**src/rtl/bus_control_sequencer.sv**
```systemverilog
// Moore control sequencer for the shared 32-bit datapath bus: steps each instruction
// through fetch/execute T-states and drives bus selects, load enables and memory strobes.
module bus_control_sequencer #(
  parameter int unsigned MEM_TIMEOUT = 15,
  parameter int unsigned CW          = 4
) (
  input  logic        clock,
  input  logic        clear,
  input  logic        run,
  input  logic [31:0] ir,
  input  logic        mem_ready,
  output logic        PCout,
  output logic        MDRout,
  output logic        RZLOout,
  output logic        Cout,
  output logic        Rout,
  output logic        MARin,
  output logic        PCin,
  output logic        IncPC,
  output logic        MDRin,
  output logic        IRin,
  output logic        RYin,
  output logic        RZin,
  output logic        Rin,
  output logic        Gra,
  output logic        Grb,
  output logic        Grc,
  output logic        Read,
  output logic        Write,
  output logic [3:0]  alu_op,
  output logic        halted,
  output logic        fault,
  output logic        illegal
);

  localparam int unsigned OPW  = 5;
  localparam int unsigned ALUW = 4;

  localparam logic [OPW-1:0] OP_LD   = 5'b00000;
  localparam logic [OPW-1:0] OP_ST   = 5'b00010;
  localparam logic [OPW-1:0] OP_ADD  = 5'b00011;
  localparam logic [OPW-1:0] OP_SUB  = 5'b00100;
  localparam logic [OPW-1:0] OP_AND  = 5'b00101;
  localparam logic [OPW-1:0] OP_OR   = 5'b00110;
  localparam logic [OPW-1:0] OP_ADDI = 5'b01100;
  localparam logic [OPW-1:0] OP_ANDI = 5'b01101;
  localparam logic [OPW-1:0] OP_ORI  = 5'b01110;
  localparam logic [OPW-1:0] OP_NOP  = 5'b11010;
  localparam logic [OPW-1:0] OP_HALT = 5'b11011;

  localparam logic [ALUW-1:0] ALU_ADD = 4'd0;
  localparam logic [ALUW-1:0] ALU_SUB = 4'd1;
  localparam logic [ALUW-1:0] ALU_AND = 4'd2;
  localparam logic [ALUW-1:0] ALU_OR  = 4'd3;

  typedef enum logic [3:0] {
    S_IDLE, S_F0, S_F1, S_F2, S_DEC,
    S_R3, S_R4, S_R5,
    S_I3, S_I4, S_I5,
    S_M6, S_M7,
    S_HALT, S_FAULT
  } state_t;

  typedef struct packed {
    logic            pc_out;
    logic            mdr_out;
    logic            rzlo_out;
    logic            c_out;
    logic            r_out;
    logic            mar_in;
    logic            pc_in;
    logic            inc_pc;
    logic            mdr_in;
    logic            ir_in;
    logic            ry_in;
    logic            rz_in;
    logic            r_in;
    logic            gra;
    logic            grb;
    logic            grc;
    logic            rd;
    logic            wr;
    logic [ALUW-1:0] alu_op;
    logic            halted;
    logic            fault;
  } ctrl_t;

  state_t          state_q, state_d;
  logic [CW-1:0]   cnt_q, cnt_d;
  logic [OPW-1:0]  op_q, op_d;
  ctrl_t           ctrl_q, ctrl_d;
  logic            illegal_q, illegal_d;
  logic            mem_wait;
  logic            timeout;
  logic            op_is_ld;
  logic            op_is_mem;
  logic            ir_unused;

  assign ir_unused = ^ir[26:0];
  assign timeout   = (cnt_q == CW'(MEM_TIMEOUT));
  assign op_is_ld  = (op_q == OP_LD);
  assign op_is_mem = (op_q == OP_LD) || (op_q == OP_ST);

  // Next state, wait counter and latched opcode
  always_comb begin
    state_d   = state_q;
    op_d      = op_q;
    illegal_d = 1'b0;
    mem_wait  = 1'b0;
    case (state_q)
      S_IDLE: if (run) state_d = S_F0;
      S_F0:   state_d = S_F1;
      S_F1: begin
        mem_wait = 1'b1;
        if (mem_ready)    state_d = S_F2;
        else if (timeout) state_d = S_FAULT;
      end
      S_F2:   state_d = S_DEC;
      S_DEC: begin
        op_d = ir[31:27];
        case (ir[31:27])
          OP_ADD, OP_SUB, OP_AND, OP_OR:           state_d = S_R3;
          OP_ADDI, OP_ANDI, OP_ORI, OP_LD, OP_ST:  state_d = S_I3;
          OP_NOP:                                  state_d = S_IDLE;
          OP_HALT:                                 state_d = S_HALT;
          default: begin
            state_d   = S_IDLE;
            illegal_d = 1'b1;
          end
        endcase
      end
      S_R3:   state_d = S_R4;
      S_R4:   state_d = S_R5;
      S_R5:   state_d = S_IDLE;
      S_I3:   state_d = S_I4;
      S_I4:   state_d = S_I5;
      S_I5:   state_d = op_is_mem ? S_M6 : S_IDLE;
      S_M6: begin
        if (op_is_ld) begin
          mem_wait = 1'b1;
          if (mem_ready)    state_d = S_M7;
          else if (timeout) state_d = S_FAULT;
        end else begin
          state_d = S_M7;
        end
      end
      S_M7: begin
        if (op_is_ld) begin
          state_d = S_IDLE;
        end else begin
          mem_wait = 1'b1;
          if (mem_ready)    state_d = S_IDLE;
          else if (timeout) state_d = S_FAULT;
        end
      end
      S_HALT:  state_d = S_HALT;
      S_FAULT: state_d = S_FAULT;
      default: state_d = S_IDLE;
    endcase
    cnt_d = (mem_wait && (state_d == state_q)) ? cnt_q + CW'(1) : '0;
  end

  // Output word for the state being entered; registered so outputs come straight from flops
  always_comb begin
    ctrl_d = '0;
    case (state_d)
      S_F0: begin
        ctrl_d.pc_out = 1'b1;
        ctrl_d.mar_in = 1'b1;
        ctrl_d.inc_pc = 1'b1;
        ctrl_d.rz_in  = 1'b1;
        ctrl_d.alu_op = ALU_ADD;
      end
      S_F1: begin
        // PC loads only on the entry cycle so a long memory wait increments it once
        ctrl_d.rzlo_out = (state_q != S_F1);
        ctrl_d.pc_in    = (state_q != S_F1);
        ctrl_d.rd       = 1'b1;
        ctrl_d.mdr_in   = 1'b1;
      end
      S_F2: begin
        ctrl_d.mdr_out = 1'b1;
        ctrl_d.ir_in   = 1'b1;
      end
      S_R3, S_I3: begin
        ctrl_d.grb   = 1'b1;
        ctrl_d.r_out = 1'b1;
        ctrl_d.ry_in = 1'b1;
      end
      S_R4: begin
        ctrl_d.grc   = 1'b1;
        ctrl_d.r_out = 1'b1;
        ctrl_d.rz_in = 1'b1;
        case (op_d)
          OP_SUB:  ctrl_d.alu_op = ALU_SUB;
          OP_AND:  ctrl_d.alu_op = ALU_AND;
          OP_OR:   ctrl_d.alu_op = ALU_OR;
          default: ctrl_d.alu_op = ALU_ADD;
        endcase
      end
      S_R5: begin
        ctrl_d.rzlo_out = 1'b1;
        ctrl_d.gra      = 1'b1;
        ctrl_d.r_in     = 1'b1;
      end
      S_I4: begin
        ctrl_d.c_out = 1'b1;
        ctrl_d.rz_in = 1'b1;
        case (op_d)
          OP_ANDI: ctrl_d.alu_op = ALU_AND;
          OP_ORI:  ctrl_d.alu_op = ALU_OR;
          default: ctrl_d.alu_op = ALU_ADD;
        endcase
      end
      S_I5: begin
        ctrl_d.rzlo_out = 1'b1;
        if ((op_d == OP_LD) || (op_d == OP_ST)) begin
          ctrl_d.mar_in = 1'b1;
        end else begin
          ctrl_d.gra  = 1'b1;
          ctrl_d.r_in = 1'b1;
        end
      end
      S_M6: begin
        ctrl_d.mdr_in = 1'b1;
        if (op_d == OP_LD) begin
          ctrl_d.rd = 1'b1;
        end else begin
          ctrl_d.gra   = 1'b1;
          ctrl_d.r_out = 1'b1;
        end
      end
      S_M7: begin
        if (op_d == OP_LD) begin
          ctrl_d.mdr_out = 1'b1;
          ctrl_d.gra     = 1'b1;
          ctrl_d.r_in    = 1'b1;
        end else begin
          ctrl_d.wr = 1'b1;
        end
      end
      S_HALT:  ctrl_d.halted = 1'b1;
      S_FAULT: ctrl_d.fault  = 1'b1;
      default: ctrl_d = '0;
    endcase
  end

  always_ff @(posedge clock or negedge clear) begin
    if (!clear) begin
      state_q   <= S_IDLE;
      cnt_q     <= '0;
      op_q      <= '0;
      ctrl_q    <= '0;
      illegal_q <= 1'b0;
    end else begin
      state_q   <= state_d;
      cnt_q     <= cnt_d;
      op_q      <= op_d;
      ctrl_q    <= ctrl_d;
      illegal_q <= illegal_d;
    end
  end

  assign PCout   = ctrl_q.pc_out;
  assign MDRout  = ctrl_q.mdr_out;
  assign RZLOout = ctrl_q.rzlo_out;
  assign Cout    = ctrl_q.c_out;
  assign Rout    = ctrl_q.r_out;
  assign MARin   = ctrl_q.mar_in;
  assign PCin    = ctrl_q.pc_in;
  assign IncPC   = ctrl_q.inc_pc;
  assign MDRin   = ctrl_q.mdr_in;
  assign IRin    = ctrl_q.ir_in;
  assign RYin    = ctrl_q.ry_in;
  assign RZin    = ctrl_q.rz_in;
  assign Rin     = ctrl_q.r_in;
  assign Gra     = ctrl_q.gra;
  assign Grb     = ctrl_q.grb;
  assign Grc     = ctrl_q.grc;
  assign Read    = ctrl_q.rd;
  assign Write   = ctrl_q.wr;
  assign alu_op  = ctrl_q.alu_op;
  assign halted  = ctrl_q.halted;
  assign fault   = ctrl_q.fault;
  // Undefined opcode is flagged for the single cycle after decode, as the FSM lands in IDLE
  assign illegal = illegal_q;

endmodule
```
**config.mk**
```make
export PLATFORM = sky130hd
export DESIGN_NAME = bus_control_sequencer
export DESIGN_NICKNAME = d
export VERILOG_FILES = /design/src/rtl/bus_control_sequencer.sv
export SDC_FILE = /design/constraint.sdc
export NUM_CORES = 1
export LEC_CHECK = 0
export ABC_AREA = 0
export CAP_MARGIN = 20
export CELL_PAD_IN_SITES_DETAIL_PLACEMENT = 0
export CELL_PAD_IN_SITES_GLOBAL_PLACEMENT = 1
export CORE_MARGIN = 5
export CORE_UTILIZATION = 37
export DETAILED_ROUTE_END_ITERATION = 12
export GPL_TIMING_DRIVEN = 0
export PLACE_DENSITY = 0.86
export SETUP_SLACK_MARGIN = 0.15
export SLEW_MARGIN = 30
export SYNTH_ARGS = -nofsm -noshare
export SYNTH_HDL_FRONTEND = slang
export SYNTH_SLANG_ARGS = --single-unit
```
**constraint.sdc**
```tcl
create_clock -name clock -period 5.2 [get_ports clock]
set_clock_uncertainty 0.05 [all_clocks]
set_input_delay 1.56 -clock clock [delete_from_list [all_inputs] [get_ports clock]]
set_output_delay 1.56 -clock clock [all_outputs]
set_load 0.02 [all_outputs]
```
[Word level (Yosys, flattened, before mapping)]
Cells that the tools add are included.
Word-level totals
  flip-flop bits (word level): 36
  bits of input ports: 36
  output and inout port bits: 25
  logic and storage cells: 128
Cells by class
  $add $sub $neg: 1
  eq/ne operators: 46
  muxes and demuxes: 43
  reductions and logical operators: 15
Operators by type and width (number)
  equality test 4 bit, second input constant: 15
  case mux 4 bit (14 select lines): 1
  two-way mux 4 bit: 9
  equality test 5 x 3 -> 1 bit, second input constant: 6
  equality test 5 x 4 -> 1 bit, second input constant: 5
  equality test 4 x 3 -> 1 bit, second input constant: 6
  equality test 5 x 2 -> 1 bit, second input constant: 4
  two-way mux 1 bit: 18
  equality test 4 x 2 -> 1 bit, second input constant: 4
  zero test 5 bit: 3
  case mux 4 bit (3 select lines): 1
  OR reduction 11 bit: 1
  equality test 5 bit, second input constant: 2
  case mux 1 bit (2 select lines): 5
  equality test 4 x 1 -> 1 bit, second input constant: 2
  case mux 2 bit (2 select lines): 2
  case mux 1 bit (3 select lines): 2
  case mux 2 bit (3 select lines): 1
  OR reduction 2 bit: 3
  OR reduction 3 bit: 2
  two-way mux 5 bit: 1
  OR reduction 5 bit: 1
  adder 4 x 1 -> 4 bit, second input constant: 1
  equality test 4 bit: 1
  other kinds (7): 9

[Depth between registers and ports, before layout]
  word-level depth: 8
  mapped depth: 10
  mapped depth without buffers: 9

[Worst setup path before layout]
No wires, ideal clock.
  path kind: input -> register
  start: in mem_ready
  end: reg ctrl_q, in the netlist MDRout
  library setup time: 67 ps
  arrival time: 3188 ps
  required time: 5083 ps
  setup slack: 1895 ps
  stages on the path: 7
  path buffers: 0
  cell sequence: nand2b_1 > or4_1 > o221ai_2 > a211o_4 > or3_4 > or3_1 > nand2b_1
RTL lines
  start: declaration: line 11  | input logic mem_ready,
  end signal: assignment: line 259  | ctrl_q <= ctrl_d;
  end: declaration: line 91  | ctrl_t ctrl_q, ctrl_d;

==> metrics.txt <==
Slew @ Worst Pin 0.713 ns; Final min period 3.79 ns; first-pass GRT wire length 7780 um; crit-path max FO 7; chip height 82.0 um; initial core utilization 37.8%; post-synthesis sequential element count 34; TritonCTS buffer count 5; unrepaired setup endpoints after global routing false; commonest non-fill, non-tap cells in the layout dfrtp_1, clkdlybuf4s50_1, nand2_1, nor2_1, inv_1; Mapped Cells 206; ANT cells 0; Peak Freq 264 MHz; part of the power in combinational logic 54.3%; Post-synth ARST share 100%; Via Count 1657; Critical path origin ir[30]; post-CTS setup buffers 0; Clock Path Buffers 2; sequential element share of the synthesized area 44.3%; max-slew violation count 0; Setup TNS Final 0 ns; Die Span X 82.0 um; max-cap violations 0; share of layout cells above drive strength 1 9.31%; Total Routing Usage GR 15.3%; Hold WC Path Type register to register; Distinct cells, synth 53; largest net degree at the start of global routing 19; Hold Crit Start cnt_q[0]; final hold slack 0.409 ns; syn_area_per_cell 9.32 um^2; Worst setup endpoint MDRout; VDD IR max 0.000164 V; Die ar. 0.00673 mm^2; final WL 4600 um; worst-skew pair later-pin latency 0.29 ns; post-CTS sizing 0; reg-to-reg critical path startpoint state_q[2]; NumNets Final 283; drc violations 0; number of flops mapped to enable cells by yosys 0; Avg Vias per Cell 5.23; GR Overflow Total 0; Rows 26; CP arrival 3.97 ns; Port Buf Inserts 31; Pleak 1.03 nW; mapped cell area 0.00192 mm^2; status complete, no violations; initial antenna violation count 0; area grow syn2layout 27.2%; vias in the first global route 1591; CP required 5.38 ns; Final setup viols 0; crit path launch type primary input; H-tree depth 2; DRT iter0 DRCs 143; Detail Route Antenna Nets 0; crit path kind primary input to register; Hold Vio Cnt, Final 0; reg-to-reg endpoint MDRout; Tcrit/Tclk final 72.8%; DRT Pass-1 Iters 4; Switch Pwr 0.560 mW; Root Driver clkbuf_8; CTS tree done; R2R setup slack 2.37 ns; Power per Cell Area 533 mW/mm^2; Core Box Area 0.00507 mm^2; IO Count 61; Crit. End Element register; average wire per standard cell 14.5 um; most common cell after layout, fill and taps aside dfrtp_1; hold buffers post-CTS 0; Worst R2R Path Depth 9; dpl hpwl 3460 um; Slew HR 52.1%; CTS clk-pin slew, worst paths 0.07 ns; Clock power frac 15.6%; synth warn 0; internal power 0.740 mW; Routability Congestion 0.832; Sw Ratio 43.1%; sequential share of power 30.1%; ys flop type dfrtp_1; clk sinks 34
## layout make-up
class | count | area [um^2]
clock buffer | 7 | 86.3
fill | 497 | 2630
timing repair buffer | 32 | 333
multi-input combinational | 149 | 972
tap | 70 | 87.6
clock inverter | 1 | 5.00
sequential | 34 | 851
buffer | 13 | 65.1
inverter | 11 | 41.3
## flip-flops by register name (all words and copies together) (netlist names), 2 cells and up
name     flops
state_q      4
alu_op       2
op_q         5
cnt_q        4
## metal layers
metal	global-route usage, %	up-vias	share of wire (%)
li1	-	820	-
met2	24.7	40	50
met3	3.18	8	4.0
met1	19.9	789	44
met5	0	-	0
met4	5.98	0	1.7
## how the worst min path moves through the flow
stage	end	slack (ns)	cells past startpoint
4_1_cts	cnt_q[0]	0.41	1
6_report	cnt_q[0]	0.41	1
3_5_place_dp	cnt_q[0]	0.40	1
3_3_place_gp	cnt_q[0]	0.40	1
5_1_grt	cnt_q[0]	0.46	1
2_1_floorplan	cnt_q[0]	0.38	1
## per-stage QoR
stage	instances	utilization, %	instance area (um^2)	worst slack, ns	power [mW]
final	317	48.1	2440	1.41	1.30
after global routing	317	48.1	2440	1.24	1.40
after CTS	317	48.1	2440	1.40	1.31
after detailed placement	309	46.3	2350	1.11	1.10
after global placement	308	45.7	2320	1.14	1.08
after floorplan	207	-	1920	1.90	0.870
## synth_stat cells (all sizes together) (5+ instances only)
cell    instances  share of area, %
a21oi           7               1.8
buf             7               2.2
clkbuf          6               1.2
dfrtp          34                44
inv            11               2.2
nand2          17               3.3
nand2b          7               2.3
nand3           6               1.6
nor2           17               3.3
nor2b           8               2.6
nor3           10               2.6
o211ai          5               2.7
o21ai           7               1.8
or3             5               1.9
## power by group through the flow
stage | sequential, mW | clock, mW | combinational [mW]
after floorplan | 0.441 | 0 | 0.429
after global routing | 0.402 | 0.222 | 0.772
after CTS | 0.390 | 0.208 | 0.707
final | 0.392 | 0.202 | 0.707
after detailed placement | 0.395 | 0 | 0.704
after global placement | 0.391 | 0 | 0.693
## logic make-up (layout without fill, tap and decap cells)
kind of cell	after synthesis	count (layout)	share of synthesized area, %
mux	4	4	2.15
other cells	1	2	0.195
buf+inv	24	64	5.54
flops	34	34	44.3
fa+ha+maj	1	1	0.652
compound gates	46	46	18.8
xor+xnor	5	5	2.28
simple gates	91	91	26.0
## worst max-delay path, cell delays in order
cell	delay, ns
clkdlybuf4s50_1	0.54
nor2b_1	0.22
or4_1	0.47
a31oi_1	0.19
nor3_1	0.13
inv_1	0.16
o21ai_0	0.20
or3_1	0.40
nand2b_1	0.09
Note: power is estimated with default switching activity, not from simulation.
